--- config.mk ---
export PLATFORM = sky130hd
export DESIGN_NAME = rx_cmd_decoder
export DESIGN_NICKNAME = d
export VERILOG_FILES = /design/src/rtl/rx_cmd_decoder.sv
export SDC_FILE = /design/constraint.sdc
export NUM_CORES = 1
export LEC_CHECK = 0
export CORE_MARGIN = 10
export CORE_UTILIZATION = 46
export DETAILED_ROUTE_END_ITERATION = 10
export PLACE_DENSITY = 0.79
export SLEW_MARGIN = 20
export SYNTH_ARGS = -nofsm -noshare
export SYNTH_HDL_FRONTEND = slang
export SYNTH_SLANG_ARGS = --single-unit
--- constraint.sdc ---
create_clock -name CLK -period 1.5 [get_ports CLK]
set_input_delay 0.225 -clock CLK [delete_from_list [all_inputs] [get_ports CLK]]
set_output_delay 0.225 -clock CLK [all_outputs]
set_load 0.02 [all_outputs]
--- src/rtl/rx_cmd_decoder.sv ---
// rx_cmd_decoder: frame-level command decoder placed after the UART receiver.
// It assembles command frames from received bytes and issues register
// write/read requests and ALU operation requests, one strobe per frame.
//
// Frames:
//   AA addr data   register write
//   BB addr        register read
//   CC A B fun     ALU operation with new operands
//   DD fun         ALU operation with held operands
//
// Ports:
//   CLK        system clock, rising edge
//   RST        asynchronous active-low reset
//   P_DATA     received byte, qualified by data_valid
//   data_valid one-cycle strobe per received byte
//   WrEn       register write strobe (1 cycle)
//   RdEn       register read strobe (1 cycle)
//   Address    register address (held)
//   WrData     register write data (held)
//   ALU_A      ALU operand A (held)
//   ALU_B      ALU operand B (held)
//   ALU_FUN    ALU function code (held)
//   ALU_EN     ALU start strobe (1 cycle)
//   cmd_err    unknown command byte or aborted frame (1 cycle)
//   busy       high while a frame is partially received
//
// Optional feature macro: FRAME_TIMEOUT_EN
//   When defined, a partial frame left idle for TIMEOUT_CYCLES cycles is
//   abandoned with a cmd_err pulse. When undefined, a partial frame waits
//   indefinitely.

module rx_cmd_decoder #(
  parameter int unsigned DATA_WIDTH     = 8,
  parameter int unsigned ADDR_WIDTH     = 4,
  parameter int unsigned FUN_WIDTH      = 4,
  parameter int unsigned TIMEOUT_CYCLES = 4096
) (
  input  logic                  CLK,
  input  logic                  RST,
  input  logic [DATA_WIDTH-1:0] P_DATA,
  input  logic                  data_valid,
  output logic                  WrEn,
  output logic                  RdEn,
  output logic [ADDR_WIDTH-1:0] Address,
  output logic [DATA_WIDTH-1:0] WrData,
  output logic [DATA_WIDTH-1:0] ALU_A,
  output logic [DATA_WIDTH-1:0] ALU_B,
  output logic [FUN_WIDTH-1:0]  ALU_FUN,
  output logic                  ALU_EN,
  output logic                  cmd_err,
  output logic                  busy
);

  localparam logic [DATA_WIDTH-1:0] CMD_WR  = DATA_WIDTH'(8'hAA);
  localparam logic [DATA_WIDTH-1:0] CMD_RD  = DATA_WIDTH'(8'hBB);
  localparam logic [DATA_WIDTH-1:0] CMD_ALU = DATA_WIDTH'(8'hCC);
  localparam logic [DATA_WIDTH-1:0] CMD_NOP = DATA_WIDTH'(8'hDD);

  // A zero timeout would abort every frame immediately.
  if (TIMEOUT_CYCLES == 0) begin : g_bad_cfg
    $error("rx_cmd_decoder: TIMEOUT_CYCLES must be nonzero");
  end

  typedef enum logic [2:0] {
    S_IDLE,
    S_WR_ADDR,
    S_WR_DATA,
    S_RD_ADDR,
    S_ALU_A,
    S_ALU_B,
    S_ALU_FUN
  } state_t;

  state_t                state, state_nxt;
  logic                  wr_en_nxt, rd_en_nxt, alu_en_nxt, cmd_err_nxt, busy_nxt;
  logic [ADDR_WIDTH-1:0] address_nxt;
  logic [DATA_WIDTH-1:0] wr_data_nxt, alu_a_nxt, alu_b_nxt;
  logic [FUN_WIDTH-1:0]  alu_fun_nxt;
  logic                  tmo_fire;

`ifdef FRAME_TIMEOUT_EN
  localparam int unsigned CNT_W = (TIMEOUT_CYCLES > 1) ? $clog2(TIMEOUT_CYCLES) : 1;

  logic [CNT_W-1:0] idle_cnt;

  // Counts idle cycles inside a frame; any received byte restarts it.
  always_ff @(posedge CLK or negedge RST) begin
    if (!RST) begin
      idle_cnt <= '0;
    end else if (data_valid || (state == S_IDLE)) begin
      idle_cnt <= '0;
    end else begin
      idle_cnt <= idle_cnt + CNT_W'(1);
    end
  end

  // Fires on the TIMEOUT_CYCLES-th consecutive idle cycle; a byte in that
  // cycle takes priority.
  assign tmo_fire = (state != S_IDLE) && !data_valid &&
                    (idle_cnt == CNT_W'(TIMEOUT_CYCLES - 1));
`else
  assign tmo_fire = 1'b0;
`endif

  // State and registered outputs.
  always_ff @(posedge CLK or negedge RST) begin
    if (!RST) begin
      state   <= S_IDLE;
      WrEn    <= 1'b0;
      RdEn    <= 1'b0;
      ALU_EN  <= 1'b0;
      cmd_err <= 1'b0;
      busy    <= 1'b0;
      Address <= '0;
      WrData  <= '0;
      ALU_A   <= '0;
      ALU_B   <= '0;
      ALU_FUN <= '0;
    end else begin
      state   <= state_nxt;
      WrEn    <= wr_en_nxt;
      RdEn    <= rd_en_nxt;
      ALU_EN  <= alu_en_nxt;
      cmd_err <= cmd_err_nxt;
      busy    <= busy_nxt;
      Address <= address_nxt;
      WrData  <= wr_data_nxt;
      ALU_A   <= alu_a_nxt;
      ALU_B   <= alu_b_nxt;
      ALU_FUN <= alu_fun_nxt;
    end
  end

  // Next state and next output values.
  always_comb begin
    state_nxt   = state;
    wr_en_nxt   = 1'b0;
    rd_en_nxt   = 1'b0;
    alu_en_nxt  = 1'b0;
    cmd_err_nxt = 1'b0;
    address_nxt = Address;
    wr_data_nxt = WrData;
    alu_a_nxt   = ALU_A;
    alu_b_nxt   = ALU_B;
    alu_fun_nxt = ALU_FUN;

    if (data_valid) begin
      unique case (state)
        S_IDLE: begin
          // Only the first byte of a frame is decoded as a command.
          if (P_DATA == CMD_WR) begin
            state_nxt = S_WR_ADDR;
          end else if (P_DATA == CMD_RD) begin
            state_nxt = S_RD_ADDR;
          end else if (P_DATA == CMD_ALU) begin
            state_nxt = S_ALU_A;
          end else if (P_DATA == CMD_NOP) begin
            state_nxt = S_ALU_FUN;
          end else begin
            cmd_err_nxt = 1'b1;
          end
        end
        S_WR_ADDR: begin
          address_nxt = P_DATA[ADDR_WIDTH-1:0];
          state_nxt   = S_WR_DATA;
        end
        S_WR_DATA: begin
          wr_data_nxt = P_DATA;
          wr_en_nxt   = 1'b1;
          state_nxt   = S_IDLE;
        end
        S_RD_ADDR: begin
          address_nxt = P_DATA[ADDR_WIDTH-1:0];
          rd_en_nxt   = 1'b1;
          state_nxt   = S_IDLE;
        end
        S_ALU_A: begin
          alu_a_nxt = P_DATA;
          state_nxt = S_ALU_B;
        end
        S_ALU_B: begin
          alu_b_nxt = P_DATA;
          state_nxt = S_ALU_FUN;
        end
        S_ALU_FUN: begin
          alu_fun_nxt = P_DATA[FUN_WIDTH-1:0];
          alu_en_nxt  = 1'b1;
          state_nxt   = S_IDLE;
        end
        default: begin
          state_nxt = S_IDLE;
        end
      endcase
    end else if (tmo_fire) begin
      // Abandon the partial frame; latched fields are kept.
      state_nxt   = S_IDLE;
      cmd_err_nxt = 1'b1;
    end

    busy_nxt = (state_nxt != S_IDLE);
  end

endmodule

Word-level counts from Yosys, hierarchy flattened
Cells that the tools add are included.
{"block": "word_totals", "reg_bits": 40, "wordCells": 47}
{"block": "classes", "n_eq_ne": 10, "muxes": 18, "n_reduce_logical": 8}
{"op": "== test 8 bit (second input constant)", "count": 4}
{"op": "2-to-1 mux 3 bit", "count": 5}
{"op": "2-to-1 mux 1 bit", "count": 12}
{"op": "one-hot mux 3 bit (4 select lines)", "count": 1}
{"op": "AND reduction 2 bit", "count": 5}
{"op": "== test 3 bit (second input constant)", "count": 3}
{"op": "== test 3 x 2 -> 1 bit (second input constant)", "count": 2}
{"op": "== test 3 x 1 -> 1 bit (second input constant)", "count": 1}
{"op": "zero test 3 bit", "count": 1}
{"op": "nonzero test 3 bit", "count": 1}
{"op": "OR reduction 2 bit", "count": 1}

Longest topological paths before layout
Gate-level depths: netlist of the first run.
{"block": "logic_depth", "word_depth": 8, "depth_mapped": 5}

Worst setup path after synthesis of the first run
No wires, ideal clock.
{"block": "synth_path", "path_kind": "register to register", "startpoint": "register state[1]", "endpoint": "register ALU_A[0]", "setup_time_ns": 0.125, "arrival_ns": 1.200, "required_ns": 1.375, "slack_ns": 0.176, "path_stages_with_launch": 5, "path_buffers": 1, "cell_sequence": "dfrtp_1 nor2_1 and3_1 buf_2 mux2_2"}
{"block": "synth_between", "elab_chain_len": 2}
{"element": "start: declaration", "line_no": "74", "text": "state_t state, state_nxt;"}
{"element": "start signal: assignment", "line_no": "120", "text": "state <= state_nxt;"}
{"element": "== test 3 bit", "line_no": "148", "text": "unique case (state)"}
{"element": "AND reduction 2 bit (no source line)"}
{"element": "end signal: assignment", "line_no": "128", "text": "ALU_A <= alu_a_nxt;"}
{"element": "end: declaration", "line_no": "46", "text": "output logic [DATA_WIDTH-1:0] ALU_A,"}
No other way between the ends.
A chain may end at the register's enable or synchronous reset.

Final worst setup path of the first run
{"block": "layout_path", "startpoint": "input port P_DATA[6]", "endpoint": "register busy"}
{"block": "layout_between", "elab_chain_len": 8, "word_cells_on_any_way": 11}
{"element": "start: declaration", "line_no": "40", "text": "input logic [DATA_WIDTH-1:0] P_DATA,"}
{"element": "== test 8 bit", "line_no": "157", "text": "end else if (P_DATA == CMD_NOP) begin"}
{"element": "2-to-1 mux 3 bit", "line_no": "157"}
{"element": "2-to-1 mux 3 bit", "line_no": "155", "text": "end else if (P_DATA == CMD_ALU) begin"}
{"element": "2-to-1 mux 3 bit", "line_no": "153", "text": "end else if (P_DATA == CMD_RD) begin"}
{"element": "2-to-1 mux 3 bit *", "line_no": "151", "text": "if (P_DATA == CMD_WR) begin"}
{"element": "one-hot mux 3 bit (4 select lines) *", "line_no": "148"}
{"element": "2-to-1 mux 3 bit *", "line_no": "147", "text": "if (data_valid) begin"}
{"element": "net state_nxt[0]", "line_no": "74"}
{"element": "nonzero test 3 bit *", "line_no": "200", "text": "busy_nxt = (state_nxt != S_IDLE);"}
{"element": "net busy_nxt", "line_no": "75", "text": "logic wr_en_nxt, rd_en_nxt, alu_en_nxt, cmd_err_nxt, busy_nxt;"}
{"element": "end signal: assignment", "line_no": "125", "text": "busy <= busy_nxt;"}
{"element": "end: declaration", "line_no": "51", "text": "output logic busy"}
The timed path passes the listed nets; every way through them passes the cells marked *.

==> results of run 1 <==
area by class of cell:
cell class              instances  area [µm²]
well taps                      46       57.56
multi-input cells              58       544.3
fillers                       275        1082
clock buffers                   7       65.06
inverters                       2       7.507
repair buffers                 64       551.8
flip-flops and latches         40        1002
worst max-delay path by stage:
stage,start,to,slack (ns),cells after the start
2_1_floorplan,state[1]$_DFF_PN0_,ALU_A[0]$_DFFE_PN0P_,0.18,4
3_3_place_gp,P_DATA[2],busy$_DFF_PN0_,-0.27,5
3_5_place_dp,P_DATA[2],busy$_DFF_PN0_,-0.34,5
4_1_cts,state[1]$_DFF_PN0_,ALU_A[1]$_DFFE_PN0P_,0.03,4
5_1_grt,state[0]$_DFF_PN0_,ALU_A[2]$_DFFE_PN0P_,0.004,4
6_report,P_DATA[6],busy$_DFF_PN0_,0.03,5
state kept, by name, summed over array words and instances, names as in the netlist:
signal and count:
ALU_A 8, ALU_B 8, WrData 8, ALU_FUN 4, Address 4, state 3, ALU_EN 1, RdEn 1
WrEn 1, busy 1, cmd_err 1
metrics by stage:
stage / hold WS [ns] / instances / setup WS, ns / utilization
2_1_floorplan: -0.07059 / 103 / 0.1755 / -
3_3_place_gp: 0.1402 / 209 / -0.2653 / 0.6625
3_5_place_dp: 0.1427 / 209 / -0.3395 / 0.6625
4_1_cts: 0.3002 / 217 / 0.03189 / 0.6712
5_1_grt: 0.2770 / 217 / 0.003965 / 0.6731
6_report: 0.2854 / 217 / 0.03164 / 0.6731
per-layer routing:
layer | global-route usage | up-vias | wire length [µm]
li1 | - | 506 | -
met1 | 0.1396 | 553 | 1456
met2 | 0.1990 | 45 | 1820
met3 | 0.08428 | 2 | 432
met4 | 0.03584 | 0 | 10
met5 | 0 | - | 0
synthesized netlist by cell type:
cell       instances
and3b_2            1
or3_1              1
buf_4              1
and3_1             4
nor2b_2            1
mux2i_1            1
a21oi_1            1
mux2_2            32
xnor2_1            1
buf_2              1
a31oi_1            1
buf_6              1
nand2_1            3
nor2b_1            2
dfrtp_1           40
and4bb_1           1
o22ai_1            1
nand3_1            1
and2_1             1
a41oi_1            1
and4bb_2           1
o211ai_1           1
nor2_1             1
inv_1              2
o2111ai_1          1
nand4_1            1
worst register-to-register path, cell delays in order, from the launching register on:
cell	delay, ns
dfrtp_1	0.45
nor2_2	0.17
and3_1	0.20
buf_4	0.16
mux2_2	0.33
power by group:
part | leakage (nW) | internal [W] | switching (W)
clock network | 0.0374 | 0.000266 | 0.000315
logic | 0.634 | 0.000654 | 0.000776
registers | 0.519 | 0.00142 | 0.000180
layout by cell type (no fill, tap or decap), types with 2 or more instances in the layout:
| cell | instances |
|---|---|
| inv_1 | 2 |
| clkbuf_8 | 2 |
| clkbuf_4 | 5 |
| clkdlybuf4s50_1 | 8 |
| mux2_2 | 32 |
| nor2b_1 | 2 |
| buf_4 | 16 |
| and3_1 | 4 |
| dlygate4sd2_1 | 37 |
| nand2_1 | 3 |
| dfrtp_1 | 39 |
cells by family after synthesis:
logic type | after synthesis | synth area share
AO/OA/AOI/OAI | 6 | 0.02703
flip-flops | 40 | 0.6359
XOR/XNOR | 1 | 0.005565
multiplexers | 33 | 0.2353
buffers and inverters | 5 | 0.01987
AND/OR/NAND/NOR | 18 | 0.07631
timing repair:
| action | 4_1_cts | 5_1_grt |
|---|---|---|
| setup endpoints to repair | 37 | 9 |
| cloned | 0 | 0 |
| hold buffers | 1 | 0 |
| endpoints found under the hold margin | 14 | 0 |
| resized for setup | 37 | 3 |
==> out/qor.yml, run 1 <==
global_routing:
  grt_start_max_net_pins: 17
  antenna_found_initial: 0
  grt_pass1_wl_mm: 6.210
  grt_usage: 0.1275
  overflow: 0
  grt_pass1_vias: 1266
timing:
  hold_violations: 0
  clock_skew_ns: 0.004688
  worst_pin_slew_ns: 0.3242
  setup_violations: 0
  maxSlewViolCount: 0
  period_share: 0.9789
  max_freq_mhz: 681.0
  min_period_ns: 1.468
  slew_headroom: 0.7823
  rsz0062_at_grt: "false"
  fin_tns_setup_ns: 0
critical_path:
  cp.required_ns: 1.73
  reg2reg_setup_slack_ns: 0.08
  critical_path.slowest_cell: "clkdlybuf4s50_1"
  crit_type: "in -> reg"
  end_kind: "flop"
  worstSetupStartpointType: "input pin"
  r2r_start: "state[0]$_DFF_PN0_"
  critPathTopFamily: "simple AND/OR/NAND/NOR gates"
  slowest_delay_ns: 0.53
  cp_cell_sequence: "clkdlybuf4s50_1, and4bb_1, a31oi_1, o22ai_1, or3_1"
  r2r_cells: 4
  r2r-end: "ALU_A[1]$_DFFE_PN0P_"
  cp_num_buf_inv: 1
  arrival_ns: 1.69
  cp_max_fo: 5
cts:
  cts-root-buf: "clkbuf_4"
  postCtsSetupRepairBufs: 0
  h-tree-depth: 2
  clk_pin_slew_ns: 0.11
  numCtsBuffers: 5
  clock_latency_ns: 0.33
  clock-sinks: 40
  clockBufferDepth: 2
  cts_tree: "built"
finish:
  drive_gt1_frac: 0.3567
  fin_area_mm2: 0.002228
  area_growth_pct: 41.57
  finalNetCount: 182
  num_antenna_cells: 0
route:
  wire_per_inst_um: 17.14
  vias: 1106
  vias_per_cell: 5.097
  drtPass1Iterations: 4
  drtAntennaViolNets: 0
  post-route-drc-count: 0
  drt-initial-drc-count: 52
  wirelength_mm: 3.719
logic_synthesis:
  synth_area_mm2: 0.001574
  yosys.area.top_type: "dfrtp_1"
  ys_types: 26
  postSynthCellCount: 103
  synth_seq_area_share: 0.6359
  synth_seq_cells: 40
  synthTopCellsByArea: "dfrtp_1 64%, mux2_2 23%, and3_1 1.6%"
  yosysTopAreaCellShare: 0.6359
  synth_warnings: 0
  avgSynthCellArea_um2: 15.28
  syn_nets: 114
pwr:
  p_leak_nw: 1.190
  power_w: 0.003612
  vdd_drop_max_mv: 1.110
  p_per_area_mw_per_mm2: 1621
die:
  die_y_um: 78.50
  pin_count: 48
  coreArea_mm2: 0.003311
  die_w_um: 78.50
  initial_core_util: 0.4754
  rows: 21
  die_area_mm2: 0.006161
placement:
  gp_congestion: 0.7974
  placed_area_mm2: 0.002193
  hpwlAfterDp_mm: 3.022
  numPortBuffers: 47
hold_path:
  hold_path_depth: 2
  min_to: "Address[2]$_DFFE_PN0P_"
  worst_hold_path_type: "in -> reg"
  min_from: "P_DATA[2]"
job:
  drv_cap: 0
status:
  outcome: "complete, no violations"
Power figures use the tool's default switching activity.
==> run 2: changes to the inputs <==
--- a/config.mk
+++ b/config.mk
@@ -9,6 +9,7 @@
 export CORE_UTILIZATION = 46
 export DETAILED_ROUTE_END_ITERATION = 10
 export PLACE_DENSITY = 0.79
+export REMOVE_ABC_BUFFERS = 1
 export SLEW_MARGIN = 20
 export SYNTH_ARGS = -nofsm -noshare
 export SYNTH_HDL_FRONTEND = slang
==> out/qor.yml, run 2 (same netlist as run 1, synthesis figures left out) <==
status:
  outcome: "complete, no violations"  # unchanged
timing:
  clock_skew_ns: 0.008583  # was 0.004688 ns
  max_freq_mhz: 688.6  # was 681.0 MHz
  min_period_ns: 1.452  # was 1.468 ns
  rsz0062_at_grt: "false"  # unchanged
  worst_pin_slew_ns: 0.4956  # was 0.3242 ns
  maxSlewViolCount: 0  # unchanged
  setup_violations: 0  # unchanged
  finalWorstSetupSlack_ns: 0.04788  # was 0.03164 ns
  fin_tns_setup_ns: 0  # unchanged
  hold_violations: 0  # unchanged
  slew_headroom: 0.6696  # was 0.7823
  period_share: 0.9681  # was 0.9789
critical_path:
  crit_type: "reg -> reg"  # was in -> reg
  cp_num_buf_inv: 1  # unchanged
  reg2reg_setup_slack_ns: 0.05  # was 0.08 ns
  cp.required_ns: 1.74  # was 1.73 ns
  worstSetupStartpointType: "flop"  # was input pin
  cp_max_fo: 9  # was 5
  end_kind: "flop"  # unchanged
  slowest_delay_ns: 0.49  # was 0.53 ns
  critPathTopFamily: "flip-flops"  # was simple AND/OR/NAND/NOR gates
  cp_cell_sequence: "nor2b_2, and3_1, buf_12, mux2_2"  # was clkdlybuf4s50_1, and4bb_1, a31oi_1, o22ai_1, or3_1
  critical_path.slowest_cell: "dfrtp_1"  # was clkdlybuf4s50_1
  arrival_ns: 1.69  # about the same
cts:
  clock_latency_ns: 0.34  # was 0.33 ns
  cts-root-buf: "clkbuf_4"  # unchanged
  cts_tree: "built"  # unchanged
  clock-sinks: 40  # unchanged
  clockBufferDepth: 2  # unchanged
  h-tree-depth: 2  # unchanged
  clk_pin_slew_ns: 0.11  # about the same
  numCtsBuffers: 5  # unchanged
finish:
  layout_common_cells: "38 x dfrtp_1, 37 x dlygate4sd2_1, 32 x mux2_2, 12 x buf_4, 7 x clkdlybuf4s50_1"  # was 39 x dfrtp_1, 37 x dlygate4sd2_1, 32 x mux2_2, 16 x buf_4, 8 x clkdlybuf4s50_1
  finalNetCount: 180  # was 182
  drive_gt1_frac: 0.3588  # was 0.3567
  regArea_mm2: 0.001003  # was 0.001002 mm²
  num_antenna_cells: 0  # unchanged
  fillers: 265  # was 275
  fin_area_mm2: 0.002272  # was 0.002228 mm²
  reg.largest.list: "ALU_A x8, ALU_B x8, WrData x8"  # unchanged
  multi_input_area_um2: 544.3  # unchanged
  area_growth_pct: 44.36  # was 41.57%
  instances_no_fill: 216  # was 217
  layout_commonest_cell: "dfrtp_1"  # unchanged
placement:
  dp.cells: 207  # was 209
  hpwlAfterDp_mm: 3.087  # was 3.022 mm
  placed_area_mm2: 0.002203  # was 0.002193 mm²
  gp_congestion: 0.8083  # was 0.7974
  place_ws_ns: -0.3575  # was -0.3395 ns
  numPortBuffers: 47  # unchanged
global_routing:
  overflow: 0  # unchanged
  antenna_found_initial: 0  # unchanged
  grt_pass1_vias: 1255  # was 1266
  grt_start_max_net_pins: 22  # was 17
  grt_usage: 0.1333  # was 0.1275
  grt_pass1_wl_mm: 6.479  # was 6.210 mm
route:
  wirelength_mm: 3.911  # was 3.719 mm
  vias_per_cell: 5.259  # was 5.097
  post-route-drc-count: 0  # unchanged
  vias: 1136  # was 1106
  drtAntennaViolNets: 0  # unchanged
  wire_per_inst_um: 18.11  # was 17.14 µm
  drtPass1Iterations: 4  # unchanged
  drt-initial-drc-count: 56  # was 52
pwr:
  p_leak_nw: 1.209  # was 1.190 nW
  power_w: 0.003817  # was 0.003612 W
  vdd_drop_max_mv: 1.285  # was 1.110 mV
  p_per_area_mw_per_mm2: 1680  # was 1621 mW/mm²
die:
  die_w_um: 78.50  # unchanged
  die_y_um: 78.50  # unchanged
  coreArea_mm2: 0.003311  # unchanged
  rows: 21  # unchanged
  pin_count: 48  # unchanged
  die_area_mm2: 0.006161  # unchanged
  initial_core_util: 0.4754  # unchanged
hold_path:
  worst_hold_path_type: "in -> reg"  # unchanged
job:
  drv_cap: 0  # unchanged
[run 2: stage by stage]
stage / hold WS (ns) / util
final: 0.2506 / 0.6863
after global routing: 0.2505 / 0.6863
after CTS: 0.3616 / 0.6833
after detailed placement: 0.2081 / 0.6655
after global placement: 0.2031 / 0.6655
after floorplan: -0.07059 / -
[run 2: final timing paths]
check	from	to	cells after the start
worst max-delay path	state[2]$_DFF_PN0_	WrData[0]$_DFFE_PN0P_	4
worst min-delay path	P_DATA[6]	WrData[6]$_DFFE_PN0P_	2
worst max register to register	state[2]$_DFF_PN0_	WrData[0]$_DFFE_PN0P_	4
worst min register to register	ALU_A[1]$_DFFE_PN0P_	ALU_A[1]$_DFFE_PN0P_	1
max in group asynchronous	RST	Address[2]$_DFFE_PN0P_	3
min in group asynchronous	RST	cmd_err$_DFF_PN0_	2
[run 2: area by class of cell]
| type | count | area share |
|---|---|---|
| well taps | 46 | 0.02533 |
| clock inverters | 1 | 0.01322 |
| inverters | 2 | 0.003304 |
| multi-input cells | 58 | 0.2395 |
| flip-flops and latches | 40 | 0.4416 |
| clock buffers | 7 | 0.02863 |
| repair buffers | 62 | 0.2483 |
[run 2: power breakdown]
group | internal [W] | leakage [nW] | total (W) | switching (W)
Combinational | 0.000660 | 0.641 | 0.00144 | 0.000777
Sequential | 0.00142 | 0.517 | 0.00161 | 0.000184
Clock | 0.000443 | 0.0515 | 0.000774 | 0.000331
[run 2: routing by layer]
layer / part of all wire / wire length, µm / track usage
met5: 0 / 0 / 0
met4: 0.0079 / 31 / 0.04839
met2: 0.53 / 2066 / 0.2360
met1: 0.38 / 1499 / 0.1329
met3: 0.080 / 314 / 0.06378
[run 2: timing repair]
| action | in CTS | in global routing |
|---|---|---|
| endpoints found under the setup margin | 37 | 9 |
| hold buffers | 1 | 0 |
| hold endpoints to repair | 20 | 0 |
| setup buffers | 0 | 0 |
| gates resized for setup | 37 | 5 |
==> run 3: changes to the inputs <==
--- a/config.mk
+++ b/config.mk
@@ -5,7 +5,7 @@
 export SDC_FILE = /design/constraint.sdc
 export NUM_CORES = 1
 export LEC_CHECK = 0
-export CORE_MARGIN = 10
+export CORE_ASPECT_RATIO = 0.5
 export CORE_UTILIZATION = 46
 export DETAILED_ROUTE_END_ITERATION = 10
 export PLACE_DENSITY = 0.79
==> out/qor.yml, run 3 (same netlist as run 1, synthesis figures left out) <==
critical_path:
  crit_type: "in -> reg"  # was reg -> reg
  r2r_cells: 4  # unchanged
  crit_start: "data_valid"  # was state[2]$_DFF_PN0_
  r2r-end: "busy$_DFF_PN0_"  # was WrData[0]$_DFFE_PN0P_
  worstSetupEndpoint: "busy$_DFF_PN0_"  # was WrData[0]$_DFFE_PN0P_
  r2r_start: "state[0]$_DFF_PN0_"  # was state[2]$_DFF_PN0_
  cp.required_ns: 1.66  # was 1.74 ns
  reg2reg_setup_slack_ns: 0.001  # was 0.05 ns
  cp_max_fo: 8  # was 9
  end_kind: "flop"  # unchanged
  worstSetupStartpointType: "input pin"  # was flop
  arrival_ns: 1.66  # was 1.69 ns
cts:
  clockBufferDepth: 2  # unchanged
  clock-sinks: 40  # unchanged
  h-tree-depth: 2  # unchanged
  clock_latency_ns: 0.30  # was 0.34 ns
  cts_tree: "built"  # unchanged
  clk_pin_slew_ns: 0.07  # was 0.11 ns
  cts-root-buf: "clkbuf_8"  # was clkbuf_4
  numCtsBuffers: 5  # unchanged
finish:
  drive_gt1_frac: 0.4023  # was 0.3588
  layout_common_cells: "39 x dfrtp_1, 32 x mux2_2, 31 x dlymetal6s2s_1, 15 x buf_4, 10 x clkdlybuf4s50_1"  # was 38 x dfrtp_1, 37 x dlygate4sd2_1, 32 x mux2_2, 12 x buf_4, 7 x clkdlybuf4s50_1
  finalNetCount: 184  # was 180
  fin_area_mm2: 0.002475  # was 0.002272 mm²
  final_core_utilization: 0.7893  # was 0.6863
  instances_no_fill: 214  # was 216
  reg.largest.list: "ALU_A x8, ALU_B x8, WrData x8"  # unchanged
  num_antenna_cells: 0  # unchanged
  layout_commonest_cell: "dfrtp_1"  # unchanged
  area_growth_pct: 57.23  # was 44.36%
placement:
  numPortBuffers: 47  # unchanged
  place_ws_ns: -0.2655  # was -0.3575 ns
  dp.cells: 203  # was 207
  gp_congestion: 0.7576  # was 0.8083
  hpwlAfterDp_mm: 2.502  # was 3.087 mm
  placed_area_mm2: 0.002223  # was 0.002203 mm²
global_routing:
  grt_pass1_vias: 1193  # was 1255
  grt_usage: 0.2334  # was 0.1333
  overflow: 0  # unchanged
  grt_pass1_wl_mm: 6.051  # was 6.479 mm
  antenna_found_initial: 0  # unchanged
  grt_start_max_net_pins: 21  # was 22
pwr:
  p_per_area_mw_per_mm2: 1669  # was 1680 mW/mm²
  p_leak_nw: 1.533  # was 1.209 nW
  vdd_drop_max_mv: 0.9275  # was 1.285 mV
route:
  wirelength_mm: 4.116  # was 3.911 mm
  vias: 1150  # was 1136
  drtAntennaViolNets: 0  # unchanged
  drt-initial-drc-count: 66  # was 56
  wire_per_inst_um: 19.23  # was 18.11 µm
  post-route-drc-count: 0  # unchanged
  drtPass1Iterations: 6  # was 4
  vias_per_cell: 5.374  # was 5.259
hold_path:
  worst_hold_path_type: "in -> reg"  # unchanged
timing:
  clock_skew_ns: 0.009894  # was 0.008583 ns
  maxSlewViolCount: 0  # unchanged
  slew_headroom: 0.6969  # was 0.6696
  period_share: 0.9994  # was 0.9681
  max_freq_mhz: 667.1  # was 688.6 MHz
  fin_tns_setup_ns: 0  # unchanged
  finalWorstSetupSlack_ns: 0.0009720  # was 0.04788 ns
  rsz0062_at_grt: "true"  # was false
  worst_pin_slew_ns: 0.4546  # was 0.4956 ns
  min_period_ns: 1.499  # was 1.452 ns
  setup_violations: 0  # unchanged
  hold_violations: 0  # unchanged
die:
  die_y_um: 43.37  # was 78.50 µm
  coreArea_mm2: 0.003136  # was 0.003311 mm²
  die_area_mm2: 0.003674  # was 0.006161 mm²
  initial_core_util: 0.5020  # was 0.4754
  rows: 14  # was 21
  pin_count: 48  # unchanged
  die_w_um: 84.73  # was 78.50 µm
job:
  drv_cap: 0  # unchanged
status:
  outcome: "complete, no violations"  # unchanged
-- run 3: per-layer routing --
layer / up-vias / track usage / part of all wire
met5: - / 0 / 0
met4: 0 / 0.1017 / 0.019
met3: 10 / 0.08762 / 0.059
met2: 53 / 0.3756 / 0.48
met1: 577 / 0.2923 / 0.45
li1: 510 / - / -
-- run 3: area by class of cell --
class / instances / area [µm²]
Tap cell: 40 / 50.05
Clock inverter: 2 / 35.03
Multi-Input combinational cell: 58 / 588.1
Inverter: 2 / 7.507
Sequential cell: 40 / 1002
Fill cell: 171 / 660.6
Timing Repair Buffer: 66 / 719.4
Clock buffer: 6 / 72.57
-- run 3: power breakdown --
| part | internal, W | total (W) | switching [W] |
|---|---|---|---|
| logic | 0.000833 | 0.00163 | 0.000802 |
| registers | 0.00142 | 0.00163 | 0.000201 |
| clock network | 0.000494 | 0.000872 | 0.000378 |
-- run 3: critical path, cell delays in order --
cell	delay (ns)
clkdlybuf4s50_1	0.47
buf_4	0.16
mux2i_1	0.26
nand2_1	0.13
or3_1	0.41
-- run 3: through the flow --
step           total power (W)  hold slack, ns
6_report              0.004132          0.3425
2_1_floorplan         0.002408        -0.07059
3_5_place_dp          0.003293          0.1854
5_1_grt               0.004292          0.3427
4_1_cts               0.004141          0.4041
3_3_place_gp          0.003253          0.1786
-- run 3: what timing repair did --
item,in CTS,in global routing
endpoints found under the setup margin,5,35
hold endpoints to repair,18,0
resized for setup,8,39
setup buffers,1,1
hold buffers,1,0
pin swaps,2,5
-- run 3: worst min path at each step --
stage / slack [ns] / depth (start not counted) / to / startpoint
2_1_floorplan: -0.07 / 0 / ALU_A[0]$_DFFE_PN0P_ / RST
3_3_place_gp: 0.18 / 1 / ALU_B[3]$_DFFE_PN0P_ / RST
3_5_place_dp: 0.19 / 1 / ALU_B[3]$_DFFE_PN0P_ / RST
4_1_cts: 0.40 / 2 / ALU_B[3]$_DFFE_PN0P_ / RST
5_1_grt: 0.34 / 2 / WrData[0]$_DFFE_PN0P_ / P_DATA[0]
6_report: 0.34 / 3 / ALU_B[5]$_DFFE_PN0P_ / P_DATA[5]
